## src/rtl/amstrad_audio_mixer.sv

```systemverilog
// Time-multiplexed stereo mixer for N unsigned PSG channels with per-channel pan/gain.
// Snapshots inputs on a strobe, accumulates one channel per clock, then saturates to the outputs.
module amstrad_audio_mixer #(
    parameter int CHANNELS = 3,
    parameter int IN_W     = 8,
    parameter int OUT_W    = 8
) (
    input  logic                     clk,
    input  logic                     reset,
    input  logic                     sample_stb,
    input  logic [CHANNELS*IN_W-1:0] ch_in,
    input  logic                     pan_wr,
    input  logic [3:0]               pan_sel,
    input  logic [3:0]               pan_data,
    output logic [OUT_W-1:0]         audio_l,
    output logic [OUT_W-1:0]         audio_r,
    output logic                     out_valid,
    output logic                     busy,
    output logic                     overrun
);

    localparam int AW = IN_W + $clog2(CHANNELS) + 1;
    localparam int IW = (CHANNELS > 1) ? $clog2(CHANNELS) : 1;
    localparam int SW = (AW > OUT_W) ? AW : OUT_W;

    typedef enum logic [1:0] {IDLE, ACCUM, OUT} state_t;

    state_t              state, next_state;
    logic [IN_W-1:0]     snap [CHANNELS];
    logic [3:0]          pan  [CHANNELS];
    logic [AW-1:0]       acc_l, acc_r;
    logic [IW-1:0]       idx;
    logic                last_ch;
    logic [IN_W-1:0]     cur_sample, gain_l, gain_r;

    // Classic CPC stereo image: A left, B centre, C right, extras centred.
    function automatic logic [3:0] pan_default(input int k);
        case (k)
            0:       return 4'b1000;
            1:       return 4'b0101;
            2:       return 4'b0010;
            default: return 4'b0101;
        endcase
    endfunction

    function automatic logic [IN_W-1:0] apply_gain(input logic [1:0] code, input logic [IN_W-1:0] x);
        case (code)
            2'd0:    return '0;
            2'd1:    return x >> 2;
            2'd2:    return x >> 1;
            default: return x;
        endcase
    endfunction

    function automatic logic [OUT_W-1:0] sat(input logic [AW-1:0] x);
        logic [SW-1:0] xe;
        xe = SW'(x);
        if (xe > SW'({OUT_W{1'b1}})) return '1;
        return xe[OUT_W-1:0];
    endfunction

    assign busy       = (state != IDLE);
    assign last_ch    = (idx == IW'(CHANNELS - 1));
    assign cur_sample = snap[idx];
    // Gains are looked up at accumulate time, so a pan write lands on any channel not yet summed.
    assign gain_l     = apply_gain(pan[idx][3:2], cur_sample);
    assign gain_r     = apply_gain(pan[idx][1:0], cur_sample);

    // NOTE: next_state is defaulted first so every path assigns it and no latch is inferred.
    always_comb begin
        next_state = state;
        case (state)
            IDLE:    if (sample_stb) next_state = ACCUM;
            ACCUM:   if (last_ch)    next_state = OUT;
            OUT:     next_state = IDLE;
            default: next_state = IDLE;
        endcase
    end

    always_ff @(posedge clk) begin
        if (reset) state <= IDLE;
        else       state <= next_state;
    end

    // NOTE: the snapshot is only read after being loaded, so it carries no reset; keeping it out
    // of the reset block avoids turning reset into a hold-enable on its flops.
    always_ff @(posedge clk) begin
        if (state == IDLE && sample_stb) begin
            for (int k = 0; k < CHANNELS; k++) snap[k] <= ch_in[k*IN_W +: IN_W];
        end
    end

    // NOTE: the pan file is reset because its defaults are architecturally visible after reset.
    always_ff @(posedge clk) begin
        if (reset) begin
            for (int k = 0; k < CHANNELS; k++) pan[k] <= pan_default(k);
            acc_l     <= '0;
            acc_r     <= '0;
            idx       <= '0;
            audio_l   <= '0;
            audio_r   <= '0;
            out_valid <= 1'b0;
            overrun   <= 1'b0;
        end else begin
            for (int k = 0; k < CHANNELS; k++) begin
                if (pan_wr && pan_sel == 4'(k)) pan[k] <= pan_data;
            end
            out_valid <= 1'b0;
            if (sample_stb && state != IDLE) overrun <= 1'b1;
            case (state)
                IDLE: begin
                    if (sample_stb) begin
                        acc_l <= '0;
                        acc_r <= '0;
                        idx   <= '0;
                    end
                end
                ACCUM: begin
                    acc_l <= acc_l + AW'(gain_l);
                    acc_r <= acc_r + AW'(gain_r);
                    idx   <= idx + 1'b1;
                end
                OUT: begin
                    audio_l   <= sat(acc_l);
                    audio_r   <= sat(acc_r);
                    out_valid <= 1'b1;
                end
                default: ;
            endcase
        end
    end

endmodule

```

## config.mk

```make
export PLATFORM = sky130hd
export DESIGN_NAME = amstrad_audio_mixer
export DESIGN_NICKNAME = d
export VERILOG_FILES = /design/src/rtl/amstrad_audio_mixer.sv
export SDC_FILE = /design/constraint.sdc
export NUM_CORES = 1
export LEC_CHECK = 0
export BUFFER_PORTS_ARGS = -buffer_cell sky130_fd_sc_hd__clkbuf_2
export CORE_MARGIN = 3
export CORE_UTILIZATION = 60
export CTS_BUF_LIST = sky130_fd_sc_hd__clkbuf_4 sky130_fd_sc_hd__clkbuf_8
export CTS_CLUSTER_DIAMETER = 150
export DETAILED_ROUTE_END_ITERATION = 6
export PLACE_DENSITY = 0.8
export SLEW_MARGIN = 20
export SYNTH_ARGS = -nofsm -noshare
export SYNTH_HDL_FRONTEND = slang
export SYNTH_SLANG_ARGS = --single-unit
```

## constraint.sdc

```tcl
create_clock -name clk -period 3.3 [get_ports clk]
set_clock_uncertainty 0.05 [all_clocks]
set_input_delay 0.33 -clock clk [delete_from_list [all_inputs] [get_ports clk]]
set_output_delay 0.33 -clock clk [all_outputs]
set_load 0.05 [all_outputs]
```

==> After elaboration in Yosys (flattened, before gate mapping) <==
Memories as Yosys holds them, arrays and structs flattened. A register that Yosys moved wholly into a read port is not among the register bits.
Cells that the tools add are included.
W data, S select, Z words.
{ "word_totals": {"n_memories": 2, "inputBits": 36, "output_inout_bits": 19, "regBits": 44, "ramBits": 36, "elab_cells": 86} }
{ "op_classes": {"n_eq_ne": 11, "muxes": 44, "n_reduce_logical": 13, "bitwise": 3, "addsub": 3, "magnitude_cmp": 2} }
{ "memory_table": {"columns": ["memory", "words", "word_bits", "read_ports", "rd_ports_with_merged_regs", "wr", "line_no", "source"], "rows": [
  ["snap", 3, 8, 1, 1, 3, "29", "logic [IN_W-1:0] snap [CHANNELS];"],
  ["pan", 3, 4, 1, 1, 3, "30", "logic [3:0] pan [CHANNELS];"]
]} }
{ "ops": {"columns": ["operator", "n"], "rows": [
  ["$pmux W8 S3", 2],
  ["$pmux W11 S2", 2],
  ["$mux W8", 4],
  ["$mux W4", 6],
  ["$add A11 B8 Y11", 2],
  ["$gt A11 B8 Y1 const B", 2],
  ["$mux W1", 20],
  ["$mux W2", 7],
  ["$mux W11", 1],
  ["$eq A2 B2 Y1 const B", 4],
  ["$pmux W2 S2", 2],
  ["$eq A2 B1 Y1 const B", 3],
  ["$logic_not A2 Y1", 3],
  ["$logic_and A1 B1 Y1", 5],
  ["$eq A4 B1 Y1 const B", 1],
  ["$eq A4 B2 Y1 const B", 1],
  ["$logic_not A4 Y1", 1],
  ["$ne A2 B2 Y1 const B", 2],
  ["$reduce_and A2 Y1", 2],
  ["$reduce_bool A2 Y1", 2],
  ["$or A1 B1 Y1", 3],
  ["$add A2 B1 Y2 const B", 1]
]} }

==> Longest topological paths before layout <==
Gate-level depths: netlist of run 1.
{ "depth": {"ltp_word": 6, "mapped_depth": 15, "ltp_nobuf": 13} }

==> Worst setup path before layout of run 1 <==
OpenSTA, ideal clock, no wires.
{ "synth_timing": {"path_kind": "flip-flop to flip-flop", "from": "reg (tool-made name)", "to": "reg acc_r[6]", "required_time_ps": 3133, "stages_incl_launch_ff": 13, "n_path_buf": 0, "setup_time_ps": 117, "slack_ps": 346, "arrival_time_ps": 2787, "synth_period_minus_slack_ps": 2954, "path_cell_list": "dfxtp_1 -> mux2_2 -> mux2i_4 -> mux2_2 -> o22ai_1 -> ha_1 -> inv_1 -> fa_1 -> nand2b_1 -> a21oi_1 -> o21a_1 -> o21ai_0 -> a32o_1"} }
{ "synth_lines": {"columns": ["element", "line_no", "source"], "rows": [
  ["end signal, assigned", "120", "acc_r <= acc_r + AW'(gain_r);"],
  ["end, declared", "31", "logic [AW-1:0] acc_l, acc_r;"]
]} }

==> tab_implementation.tex, run 1 <==
\begin{tabular}{lr}
\hline
Metric & Value \\
\hline
\multicolumn{2}{l}{\textbf{Outcome}} \\
Outcome & completed \\
\multicolumn{2}{l}{\textbf{Critical path}} \\
Max stage delay on crit path & 370 ps \\
Number of buffers and inverters on the critical path & 1 \\
Largest fanout on the critical path & 12 \\
Category of the critical setup timing path & flop to flop \\
Critical-path cell with the highest stage delay & sky130\_fd\_sc\_hd\_\_ha\_1 \\
Count of cells along the worst register-to-register path & 12 \\
CP Launch Type & flop \\
Reg2Reg Setup Slack & 200 ps \\
CP top delay family & compound AO/OA/AOI/OAI gates \\
Worst endpoint required time & 3500 ps \\
Capture instance of the worst register-to-register path & acc\_l[6] \\
Endpoint class of the critical path & flop \\
Critical path, cell by cell & mux2\_2, mux2i\_4, buf\_4, and2b\_1, a21oi\_1, o21ai\_0, ha\_1, o21ai\_0, a21oi\_1, o21a\_1, or3\_1, a32o\_1 \\
Worst EP arrival & 3300 ps \\
\multicolumn{2}{l}{\textbf{Synthesis}} \\
Area fraction of the dominant cell type after synthesis & 26.5\% \\
Cell types with the largest area share after synthesis & sky130\_fd\_sc\_hd\_\_edfxtp\_1 (26\%), sky130\_fd\_sc\_hd\_\_dfxtp\_1 (23\%), sky130\_fd\_sc\_hd\_\_ha\_1 (5.2\%) \\
Number of standard cells after synthesis & 374 \\
Library cell occupying the most area in the post-synthesis netlist & sky130\_fd\_sc\_hd\_\_edfxtp\_1 \\
Xor and xnor area share after synthesis & 2.36\% \\
Sequential share of the synthesized area & 49.0\% \\
YS warnings & 0 \\
Mux cell area share after synthesis & 7.29\% \\
Number of synthesized flops with an enable pin & 36 \\
Number of nets produced by synthesis & 429 \\
Most used DFF post-synth & sky130\_fd\_sc\_hd\_\_dfxtp\_1 \\
Synthesis-stage register bit count & 82 \\
Synth Area in Compound Gates & 18.6\% \\
Synthesized area & 4090 um\^{}2 \\
Synth Area per Inst & 10.9 um\^{}2 \\
Largest family of logic cells by synthesized area & compound AO/OA/AOI/OAI gates \\
Simple-Gate Fraction of Synth Area & 12.9\% \\
Post-synthesis share of cell area spent on full adders, half adders and majority gates & 6.19\% \\
Number of library cell types mapped by synthesis & 57 \\
Proportion of synthesized flip-flops having asynchronous set or reset & 0\% \\
\multicolumn{2}{l}{\textbf{GRT}} \\
Pin count of the biggest net entering global routing & 25 \\
Wire length of the first global-routing pass & 12.8 mm \\
Remaining global-route overflow & 0 \\
Initial antenna violation count & 0 \\
Via count of the first global-routing pass & 2,802 \\
GR Util All Layers & 21.6\% \\
\multicolumn{2}{l}{\textbf{Drt}} \\
Number of antenna-violating nets in the routed design & 0 \\
Sum of routed wire length over all layers & 7.72 mm \\
DR vias & 2,928 \\
TritonRoute pass-1 iters & 4 \\
Per-cell routed wire length & 15.0 um \\
DRC violation count after routing & 0 \\
Initial detailed-routing violation count & 208 \\
Number of vias per cell after detailed routing & 5.69 \\
\multicolumn{2}{l}{\textbf{Place}} \\
Weighted congestion reported at the end of routability-driven placement & 0.859 \\
Detailed placer's ending HPWL & 5.91 mm \\
Cell area after placement & 4420 um\^{}2 \\
I/O Buffers & 54 \\
Place WS & 147 ps \\
Number of placed instances with taps included & 498 \\
\multicolumn{2}{l}{\textbf{STA}} \\
Setup TNS & 0 ps \\
Fin worst setup slack & 201 ps \\
Worst slew pin tran & 718 ps \\
Final period util & 93.9\% \\
Fmax & 323 MHz \\
Slew Limit Headroom & 52.0\% \\
Final setup violation count & 0 \\
Number of endpoints with negative hold slack in the final report & 0 \\
Setup repair after global routing missed its margin & false \\
Minimum clock period after layout & 3100 ps \\
Final slew viol count & 0 \\
\multicolumn{2}{l}{\textbf{Cells and area}} \\
Ant diodes & 0 \\
Number of cells in the finished layout apart from fillers & 515 \\
Number of nets in the finished design & 488 \\
Share of post-route cells with drive strength above 1 & 27.4\% \\
Area delta synth->final & 13.4\% \\
Most used cells in the layout excluding fill and tap cells & sky130\_fd\_sc\_hd\_\_clkbuf\_2 (54), sky130\_fd\_sc\_hd\_\_dfxtp\_1 (44), sky130\_fd\_sc\_hd\_\_nor2\_1 (42) \\
Post-route cell area & 4630 um\^{}2 \\
Most common library cell in the layout ignoring fill and taps & sky130\_fd\_sc\_hd\_\_clkbuf\_2 \\
\multicolumn{2}{l}{\textbf{Hold path}} \\
Worst hold endpoint & snap[1][2] \\
HP Class & input port to flop \\
Startpoint of the worst hold path & ch\_in[10] \\
Cell depth of the worst min-delay path & 1 \\
\multicolumn{2}{l}{\textbf{Die}} \\
Top-level I/O count & 55 \\
Core area & 6460 um\^{}2 \\
Number of standard-cell rows in the floorplan & 29 \\
Die Height & 88.5 um \\
Floorplan die area & 7830 um\^{}2 \\
Die width & 88.5 um \\
Starting utilization of the core area & 63.3\% \\
\multicolumn{2}{l}{\textbf{Clocking}} \\
Buffer cell driving the clock tree root & sky130\_fd\_sc\_hd\_\_clkbuf\_8 \\
TritonCTS buffer count & 9 \\
H-tree lvl count & 3 \\
Clock tree from TritonCTS & done \\
Deepest clock path buffer count & 2 \\
Clock network latency to the later pin of the worst-skew pair & 360 ps \\
Post-CTS clock slew at the launch and capture registers of the worst setup and hold paths & 80 ps \\
CTS Sinks & 82 \\
\multicolumn{2}{l}{\textbf{Pwr}} \\
Leakage power summed over all cells & 1.89 nW \\
Peak ir drop on the vdd network & 0.328 mV \\
Total Power & 2.26 mW \\
Pwr Density & 489 nW/um\^{}2 \\
\multicolumn{2}{l}{\textbf{Run}} \\
Number of maximum-capacitance violations & 0 \\
\hline
\end{tabular}
==> power breakdown <==
group	total, mW	internal (mW)	switching (mW)	leakage [nW]
combinational	0.425	0.185	0.240	1.08
sequential	1.14	1.11	0.0323	0.719
clock	0.694	0.352	0.343	0.0970
==> per-stage QoR <==
stage	hold slack, ps	utilization, %
CTS	79.3	71.3
floorplan	379	-
finish	93.6	71.7
global route	74.8	71.7
detailed placement	427	68.4
global placement	399	68.4
==> how the worst max path moves through the flow <==
| stage | cells past startpoint | from | endpoint |
|---|---|---|---|
| 2_1_floorplan | 12 | flop | acc_r[6] |
| 3_3_place_gp | 12 | flop | acc_r[7] |
| 3_5_place_dp | 10 | flop | acc_r[7] |
| 4_1_cts | 11 | flop | acc_r[7] |
| 5_1_grt | 12 | flop | acc_l[6] |
| 6_report | 12 | flop | acc_l[6] |
==> final cells by class <==
class | instances | area [um^2]
clock buffers | 10 | 131
clock inverters | 6 | 57.6
fillers | 496 | 1830
inverters | 12 | 45.0
multi-input cells | 264 | 1950
flip-flops and latches | 82 | 2000
well taps | 77 | 96.3
repair buffers | 64 | 349
==> synthesized netlist by cell type, types with 3 or more instances <==
cell type / number
sky130_fd_sc_hd__a211oi_1: 4
sky130_fd_sc_hd__a21o_1: 3
sky130_fd_sc_hd__a21oi_1: 25
sky130_fd_sc_hd__a22o_1: 8
sky130_fd_sc_hd__a31oi_1: 3
sky130_fd_sc_hd__and2_1: 5
sky130_fd_sc_hd__and3_1: 5
sky130_fd_sc_hd__buf_2: 3
sky130_fd_sc_hd__buf_4: 3
sky130_fd_sc_hd__clkbuf_1: 7
sky130_fd_sc_hd__dfxtp_1: 46
sky130_fd_sc_hd__edfxtp_1: 36
sky130_fd_sc_hd__ha_1: 17
sky130_fd_sc_hd__inv_1: 11
sky130_fd_sc_hd__mux2_2: 6
sky130_fd_sc_hd__mux2i_1: 11
sky130_fd_sc_hd__mux2i_4: 4
sky130_fd_sc_hd__nand2_1: 21
sky130_fd_sc_hd__nand2b_1: 16
sky130_fd_sc_hd__nand3_1: 3
sky130_fd_sc_hd__nor2_1: 43
sky130_fd_sc_hd__nor2b_1: 3
sky130_fd_sc_hd__o211ai_1: 4
sky130_fd_sc_hd__o21a_1: 3
sky130_fd_sc_hd__o21ai_0: 14
sky130_fd_sc_hd__o21ai_1: 3
sky130_fd_sc_hd__o221a_2: 16
sky130_fd_sc_hd__o22ai_1: 3
sky130_fd_sc_hd__or3_1: 3
sky130_fd_sc_hd__xnor2_1: 5
sky130_fd_sc_hd__xor2_1: 6
==> logic make-up (layout without fill, tap and decap cells) <==
kind of cell               Yosys count  in the layout
AOI/OAI and AO/OA                  102            102
and+or+nand+nor                    109            109
DFF                                 82             82
xor gates and xnor gates            11             11
muxes                               23             23
adders and majority gates           19             19
buffers and inverters               28             92
==> worst reg2reg max path, cell delays in order (launching register included) <==
cell,delay [ps]
sky130_fd_sc_hd__dfxtp_2,360
sky130_fd_sc_hd__mux2_2,360
sky130_fd_sc_hd__mux2i_4,170
sky130_fd_sc_hd__buf_4,200
sky130_fd_sc_hd__and2b_1,200
sky130_fd_sc_hd__a21oi_1,120
sky130_fd_sc_hd__o21ai_0,140
sky130_fd_sc_hd__ha_1,370
sky130_fd_sc_hd__o21ai_0,190
sky130_fd_sc_hd__a21oi_1,90
sky130_fd_sc_hd__o21a_1,190
sky130_fd_sc_hd__or3_1,300
sky130_fd_sc_hd__a32o_1,240
==> routing by layer <==
metal  GRT usage, %  part of all wire [%]  wire length, um  vias to the layer above
li1               -                     -                -                     1503
met1           25.7                    44             3420                     1324
met2           35.9                    48             3680                       86
met3           4.84                   5.5              422                       15
met4           12.5                   2.5              192                        0
met5              0                     0                0                        -
==> sequential cells by signal, indices dropped and copies added (netlist names), named ones only <==
signal	flops
idx	2
acc_l	11
acc_r	11
overrun	1
snap	24
out_valid	1
pan	12
audio_r	8
audio_l	8
state	2
==> timing repair <==
action,CTS,global route
endpoints found under the setup margin,0,10
setup buffers,0,1
hold buffers,0,0
resized for setup,0,5
Note: power is estimated with default switching activity, not from simulation.
==> run 2, diff against run 1 <==
--- a/config.mk
+++ b/config.mk
@@ -11,7 +11,7 @@
 export CTS_BUF_LIST = sky130_fd_sc_hd__clkbuf_4 sky130_fd_sc_hd__clkbuf_8
 export CTS_CLUSTER_DIAMETER = 150
 export DETAILED_ROUTE_END_ITERATION = 6
-export PLACE_DENSITY = 0.8
+export PLACE_DENSITY = 0.81
 export SLEW_MARGIN = 20
 export SYNTH_ARGS = -nofsm -noshare
 export SYNTH_HDL_FRONTEND = slang
==> constraint.sdc (replaced) <==
create_clock -name clk -period 3.3 [get_ports clk]
set_clock_uncertainty 0.05 [all_clocks]
set_input_delay 0.66 -clock clk [delete_from_list [all_inputs] [get_ports clk]]
set_output_delay 0.66 -clock clk [all_outputs]
set_load 0.05 [all_outputs]
==> tab_implementation.tex, run 2 (synthesis gave the netlist of run 1 again) <==
\begin{tabular}{lr}
\hline
Metric & Value \\
\hline
\multicolumn{2}{l}{\textbf{Pwr}} \\
Pwr Density & 501 nW/um\^{}2 (was 489 nW/um\^{}2) \\
Peak ir drop on the vdd network & 0.378 mV (was 0.328 mV) \\
Leakage power summed over all cells & 1.89 nW (about the same) \\
Total Power & 2.34 mW (was 2.26 mW) \\
\multicolumn{2}{l}{\textbf{Cells and area}} \\
Most used cells in the layout excluding fill and tap cells & sky130\_fd\_sc\_hd\_\_clkbuf\_2 (54), sky130\_fd\_sc\_hd\_\_dfxtp\_1 (46), sky130\_fd\_sc\_hd\_\_nor2\_1 (42) (was sky130\_fd\_sc\_hd\_\_clkbuf\_2 (54), sky130\_fd\_sc\_hd\_\_dfxtp\_1 (44), sky130\_fd\_sc\_hd\_\_nor2\_1 (42)) \\
Layout Utilization & 72.3\% (was 71.7\%) \\
Number of flip-flops under the largest register name & 24 (unchanged) \\
Number of nets in the finished design & 488 (unchanged) \\
Ant diodes & 0 (unchanged) \\
Area delta synth->final & 14.2\% (was 13.4\%) \\
Biggest registers after layout & snap: 24 flops, pan: 12 flops (unchanged) \\
Most common library cell in the layout ignoring fill and taps & sky130\_fd\_sc\_hd\_\_clkbuf\_2 (unchanged) \\
Share of post-route cells with drive strength above 1 & 27.2\% (was 27.4\%) \\
Register containing the most flip-flops in the final layout & snap (unchanged) \\
\multicolumn{2}{l}{\textbf{Critical path}} \\
Category of the critical setup timing path & flop to flop (unchanged) \\
Worst endpoint required time & 3470 ps (was 3500 ps) \\
Largest fanout on the critical path & 7 (was 12) \\
Endpoint class of the critical path & flop (unchanged) \\
Worst EP arrival & 3370 ps (was 3300 ps) \\
CP Launch Type & flop (unchanged) \\
\multicolumn{2}{l}{\textbf{Place}} \\
Weighted congestion reported at the end of routability-driven placement & 0.895 (was 0.859) \\
Detailed placer's ending HPWL & 5.97 mm (was 5.91 mm) \\
Place WS & 76.4 ps (was 147 ps) \\
I/O Buffers & 54 (unchanged) \\
\multicolumn{2}{l}{\textbf{Outcome}} \\
Outcome & completed (unchanged) \\
\multicolumn{2}{l}{\textbf{Clocking}} \\
CTS Sinks & 82 (unchanged) \\
Post-CTS clock slew at the launch and capture registers of the worst setup and hold paths & 80 ps (about the same) \\
Deepest clock path buffer count & 2 (unchanged) \\
TritonCTS buffer count & 9 (unchanged) \\
Buffer cell driving the clock tree root & sky130\_fd\_sc\_hd\_\_clkbuf\_8 (unchanged) \\
Clock network latency to the later pin of the worst-skew pair & 350 ps (was 360 ps) \\
Clock tree from TritonCTS & done (unchanged) \\
Buffer count from post-CTS setup fixing & 0 (unchanged) \\
Hold-fix buffer count after cts & 0 (unchanged) \\
H-tree lvl count & 3 (unchanged) \\
\multicolumn{2}{l}{\textbf{Drt}} \\
Sum of routed wire length over all layers & 7.75 mm (was 7.72 mm) \\
Initial detailed-routing violation count & 122 (was 208) \\
DR vias & 2,978 (was 2,928) \\
TritonRoute pass-1 iters & 5 (was 4) \\
Number of antenna-violating nets in the routed design & 0 (unchanged) \\
DRC violation count after routing & 0 (unchanged) \\
Per-cell routed wire length & 15.0 um (about the same) \\
Number of vias per cell after detailed routing & 5.78 (was 5.69) \\
\multicolumn{2}{l}{\textbf{Die}} \\
Starting utilization of the core area & 63.3\% (unchanged) \\
Top-level I/O count & 55 (unchanged) \\
Number of standard-cell rows in the floorplan & 29 (unchanged) \\
Die Height & 88.5 um (unchanged) \\
Floorplan die area & 7830 um\^{}2 (unchanged) \\
Die width & 88.5 um (unchanged) \\
Core area & 6460 um\^{}2 (unchanged) \\
\multicolumn{2}{l}{\textbf{GRT}} \\
Via count of the first global-routing pass & 2,838 (was 2,802) \\
Initial antenna violation count & 0 (unchanged) \\
GR Util All Layers & 21.3\% (was 21.6\%) \\
Wire length of the first global-routing pass & 12.9 mm (was 12.8 mm) \\
Pin count of the biggest net entering global routing & 25 (unchanged) \\
Remaining global-route overflow & 0 (unchanged) \\
\multicolumn{2}{l}{\textbf{STA}} \\
Slew Limit Headroom & 50.8\% (was 52.0\%) \\
Fmax & 313 MHz (was 323 MHz) \\
Final period util & 96.9\% (was 93.9\%) \\
Final slew viol count & 0 (unchanged) \\
Final hold slack & 422 ps (was 93.6 ps) \\
Fin worst setup slack & 104 ps (was 201 ps) \\
Number of endpoints with negative hold slack in the final report & 0 (unchanged) \\
Worst slew pin tran & 734 ps (was 718 ps) \\
Minimum clock period after layout & 3200 ps (was 3100 ps) \\
Final setup violation count & 0 (unchanged) \\
\multicolumn{2}{l}{\textbf{Hold path}} \\
HP Class & flop to flop (was input port to flop) \\
Startpoint of the worst hold path & overrun (was ch\_in[10]) \\
\multicolumn{2}{l}{\textbf{Run}} \\
Number of maximum-capacitance violations & 0 (unchanged) \\
\hline
\end{tabular}
-- run 2: through the flow --
step	setup TNS, ps	cell area (um^2)	std cells
after floorplan	0	4090	374
after global placement	0	4430	499
after global routing	-1.36	4670	515
after detailed placement	0	4430	499
final	0	4670	515
after CTS	0	4640	515
-- run 2: final cells by class --
cell class | count | area, um^2
Clock inverter | 6 | 81.3
Inverter | 12 | 45.0
Multi-Input combinational cell | 264 | 1960
Tap cell | 77 | 96.3
Timing Repair Buffer | 64 | 353
Sequential cell | 82 | 2000
Fill cell | 503 | 1790
Clock buffer | 10 | 131
-- run 2: path summary, 6_finish.rpt --
| kind | endpoint | slack [ps] | cells past startpoint |
|---|---|---|---|
| max | acc_l[9] | 100 | 11 |
| min reg2reg | overrun | 420 | 2 |
| max reg2reg | acc_l[9] | 100 | 11 |
| min | overrun | 420 | 2 |
-- run 2: worst max-delay path, cell delays in order, from the launching register on --
cell                        delay [ps]
sky130_fd_sc_hd__dfxtp_1           380
sky130_fd_sc_hd__mux2_2            370
sky130_fd_sc_hd__mux2i_4           200
sky130_fd_sc_hd__buf_4             180
sky130_fd_sc_hd__and2b_1           190
sky130_fd_sc_hd__mux2_4            270
sky130_fd_sc_hd__ha_1              290
sky130_fd_sc_hd__a21oi_1           260
sky130_fd_sc_hd__o2111ai_1         250
sky130_fd_sc_hd__a221o_1           390
sky130_fd_sc_hd__a31oi_1           180
sky130_fd_sc_hd__nor3b_1            60
-- run 2: timing repair --
item,4_1_cts,5_1_grt
endpoints found under the hold margin,0,0
setup endpoints to repair,0,7
gates resized for setup,0,7
-- run 2: layer usage --
| layer | track usage (%) | wire, um | share of wire, % |
|---|---|---|---|
| met5 | 0 | 0 | 0 |
| met4 | 12.4 | 204 | 2.6 |
| met3 | 3.45 | 452 | 5.8 |
| met2 | 35.8 | 3690 | 48 |
| met1 | 26.0 | 3400 | 44 |
-- run 2: where the power goes --
part	total, mW	internal [mW]	switching [mW]	leakage, nW
clock	0.766	0.428	0.338	0.0995
sequential	1.14	1.11	0.0314	0.718
combinational	0.429	0.185	0.245	1.08
total	2.34	1.72	0.614	1.89
==> run 3, diff against run 2 <==
--- a/config.mk
+++ b/config.mk
@@ -6,12 +6,14 @@
 export NUM_CORES = 1
 export LEC_CHECK = 0
 export BUFFER_PORTS_ARGS = -buffer_cell sky130_fd_sc_hd__clkbuf_2
+export CORE_ASPECT_RATIO = 0.6
 export CORE_MARGIN = 3
 export CORE_UTILIZATION = 60
 export CTS_BUF_LIST = sky130_fd_sc_hd__clkbuf_4 sky130_fd_sc_hd__clkbuf_8
 export CTS_CLUSTER_DIAMETER = 150
 export DETAILED_ROUTE_END_ITERATION = 6
 export PLACE_DENSITY = 0.81
+export SETUP_SLACK_MARGIN = 0.02
 export SLEW_MARGIN = 20
 export SYNTH_ARGS = -nofsm -noshare
 export SYNTH_HDL_FRONTEND = slang
==> tab_implementation.tex, run 3 (synthesis gave the netlist of run 1 again) <==
\begin{tabular}{lr}
\hline
Metric & Value \\
\hline
\multicolumn{2}{l}{\textbf{Drt}} \\
TritonRoute pass-1 iters & 5 (unchanged) \\
Sum of routed wire length over all layers & 9.00 mm (was 7.75 mm) \\
Number of vias per cell after detailed routing & 5.90 (was 5.78) \\
Initial detailed-routing violation count & 240 (was 122) \\
Per-cell routed wire length & 17.1 um (was 15.0 um) \\
DRC violation count after routing & 0 (unchanged) \\
Number of antenna-violating nets in the routed design & 0 (unchanged) \\
DR vias & 3,104 (was 2,978) \\
\multicolumn{2}{l}{\textbf{Place}} \\
Detailed placer's ending HPWL & 6.79 mm (was 5.97 mm) \\
I/O Buffers & 54 (unchanged) \\
Weighted congestion reported at the end of routability-driven placement & 0.916 (was 0.895) \\
Place WS & 64.5 ps (was 76.4 ps) \\
\multicolumn{2}{l}{\textbf{STA}} \\
Slew Limit Headroom & 46.1\% (was 50.8\%) \\
Minimum clock period after layout & 3140 ps (was 3200 ps) \\
Final slew viol count & 0 (unchanged) \\
Fin worst setup slack & 159 ps (was 104 ps) \\
Number of endpoints with negative hold slack in the final report & 0 (unchanged) \\
Setup repair after global routing missed its margin & true \\
Final hold slack & 412 ps (was 422 ps) \\
Fmax & 318 MHz (was 313 MHz) \\
Worst slew pin tran & 805 ps (was 734 ps) \\
Final setup violation count & 0 (unchanged) \\
Final period util & 95.2\% (was 96.9\%) \\
\multicolumn{2}{l}{\textbf{Clocking}} \\
Clock network latency to the later pin of the worst-skew pair & 370 ps (was 350 ps) \\
CTS Sinks & 82 (unchanged) \\
Buffer cell driving the clock tree root & sky130\_fd\_sc\_hd\_\_clkbuf\_8 (unchanged) \\
Clock tree from TritonCTS & done (unchanged) \\
TritonCTS buffer count & 9 (unchanged) \\
Deepest clock path buffer count & 2 (unchanged) \\
Post-CTS clock slew at the launch and capture registers of the worst setup and hold paths & 80 ps (about the same) \\
H-tree lvl count & 3 (unchanged) \\
\multicolumn{2}{l}{\textbf{Die}} \\
Number of standard-cell rows in the floorplan & 22 (was 29) \\
Die Height & 69.9 um (was 88.5 um) \\
Starting utilization of the core area & 64.2\% (was 63.3\%) \\
Die width & 113 um (was 88.5 um) \\
Top-level I/O count & 55 (unchanged) \\
Core area & 6360 um\^{}2 (was 6460 um\^{}2) \\
Floorplan die area & 7870 um\^{}2 (was 7830 um\^{}2) \\
\multicolumn{2}{l}{\textbf{Critical path}} \\
Worst endpoint required time & 3520 ps (was 3470 ps) \\
Category of the critical setup timing path & flop to flop (unchanged) \\
CP Launch Type & flop (unchanged) \\
Number of buffers and inverters on the critical path & 1 (unchanged) \\
Endpoint class of the critical path & flop (unchanged) \\
Critical-path cell with the highest stage delay & sky130\_fd\_sc\_hd\_\_fa\_1 (was sky130\_fd\_sc\_hd\_\_a221o\_1) \\
CP top delay family & multiplexers (was compound AO/OA/AOI/OAI gates) \\
Worst EP arrival & 3360 ps (was 3370 ps) \\
Top cell by count, worst path & sky130\_fd\_sc\_hd\_\_mux2\_2 \\
Largest fanout on the critical path & 3 (was 7) \\
Max stage delay on crit path & 370 ps (was 390 ps) \\
Reg2Reg Setup Slack & 160 ps (was 100 ps) \\
Critical path, cell by cell & mux2\_2, mux2i\_4, mux2\_2, o22ai\_1, ha\_1, inv\_1, fa\_1, nand2b\_1, a21oi\_2, o21a\_1, o21ai\_0, a32o\_1 (was mux2\_2, mux2i\_4, buf\_4, and2b\_1, mux2\_4, ha\_1, a21oi\_1, o2111ai\_1, a221o\_1, a31oi\_1, nor3b\_1) \\
\multicolumn{2}{l}{\textbf{Run}} \\
Number of maximum-capacitance violations & 0 (unchanged) \\
\multicolumn{2}{l}{\textbf{Cells and area}} \\
Most common library cell in the layout ignoring fill and taps & sky130\_fd\_sc\_hd\_\_clkbuf\_2 (unchanged) \\
Ant diodes & 0 (unchanged) \\
Number of flip-flops under the largest register name & 24 (unchanged) \\
Share of post-route cells with drive strength above 1 & 28.5\% (was 27.2\%) \\
Number of nets in the finished design & 492 (was 488) \\
Biggest registers after layout & snap: 24 flops, pan: 12 flops (unchanged) \\
Most used cells in the layout excluding fill and tap cells & sky130\_fd\_sc\_hd\_\_clkbuf\_2 (54), sky130\_fd\_sc\_hd\_\_dfxtp\_1 (44), sky130\_fd\_sc\_hd\_\_nor2\_1 (42) (was sky130\_fd\_sc\_hd\_\_clkbuf\_2 (54), sky130\_fd\_sc\_hd\_\_dfxtp\_1 (46), sky130\_fd\_sc\_hd\_\_nor2\_1 (42)) \\
Area delta synth->final & 16.0\% (was 14.2\%) \\
Count of filler cells inserted in the layout & 424 (was 503) \\
Register containing the most flip-flops in the final layout & snap (unchanged) \\
\multicolumn{2}{l}{\textbf{Pwr}} \\
Pwr Density & 520 nW/um\^{}2 (was 501 nW/um\^{}2) \\
Total Power & 2.47 mW (was 2.34 mW) \\
Peak ir drop on the vdd network & 0.381 mV (was 0.378 mV) \\
Leakage power summed over all cells & 1.94 nW (was 1.89 nW) \\
\multicolumn{2}{l}{\textbf{Outcome}} \\
Outcome & completed (unchanged) \\
\multicolumn{2}{l}{\textbf{GRT}} \\
Initial antenna violation count & 0 (unchanged) \\
Pin count of the biggest net entering global routing & 25 (unchanged) \\
Via count of the first global-routing pass & 3,111 (was 2,838) \\
Remaining global-route overflow & 0 (unchanged) \\
Wire length of the first global-routing pass & 15.0 mm (was 12.9 mm) \\
GR Util All Layers & 24.5\% (was 21.3\%) \\
\multicolumn{2}{l}{\textbf{Hold path}} \\
HP Class & input port to flop (was flop to flop) \\
\hline
\end{tabular}
## run 3: cell types whose count changed in the layout (fill, tap and decap cells not counted), sizes merged
cell | before | now
buf | 10 | 14
bufinv | 2 | 3
clkinv | 1 | 3
clkinvlp | 3 | 0
## run 3: path summary, 6_finish.rpt
path	startpoint	end	cells past startpoint
min reg2reg	overrun	overrun	2
min	ch_in[8]	snap[1][0]	1
max reg2reg	flop	acc_r[6]	12
max	flop	acc_r[6]	12
## run 3: area by class of cell
class | count | area [um^2] | area share [%]
multi-input combinational | 264 | 1970 | 41.5
inverter | 12 | 45.0 | 0.950
clock buffer | 10 | 138 | 2.90
timing repair buffer | 68 | 379 | 8.00
clock inverter | 6 | 104 | 2.19
sequential | 82 | 2000 | 42.3
tap | 84 | 105 | 2.22
## run 3: report_power, final
part           switching (mW)  total [mW]  internal [mW]
sequential             0.0332        1.14           1.11
combinational           0.257       0.448          0.190
clock                   0.355       0.873          0.518
## run 3: timing repair
item,in CTS,in global routing
endpoints found under the setup margin,0,12
gates resized for setup,0,9
buffers inserted,0,1
hold buffers,0,0
endpoints found under the hold margin,0,0
## run 3: per-stage QoR
step                      area, um^2  cells  setup TNS [ps]  util, %
after global routing            4740    526           -4.94     74.6
after CTS                       4700    525               0     73.9
after detailed placement        4460    509               0     70.1
after global placement          4460    509               0     70.1
after floorplan                 4090    374               0        -
final                           4740    526               0     74.6
## run 3: metal layers
layer  track usage [%]  vias to the layer above  wire length [um]
met1              33.7                     1475              4230
li1                  -                     1514                 -
met2              37.3                      101              3990
met5                 0                        -                 0
met3              7.45                       14               645
met4              8.00                        0               135
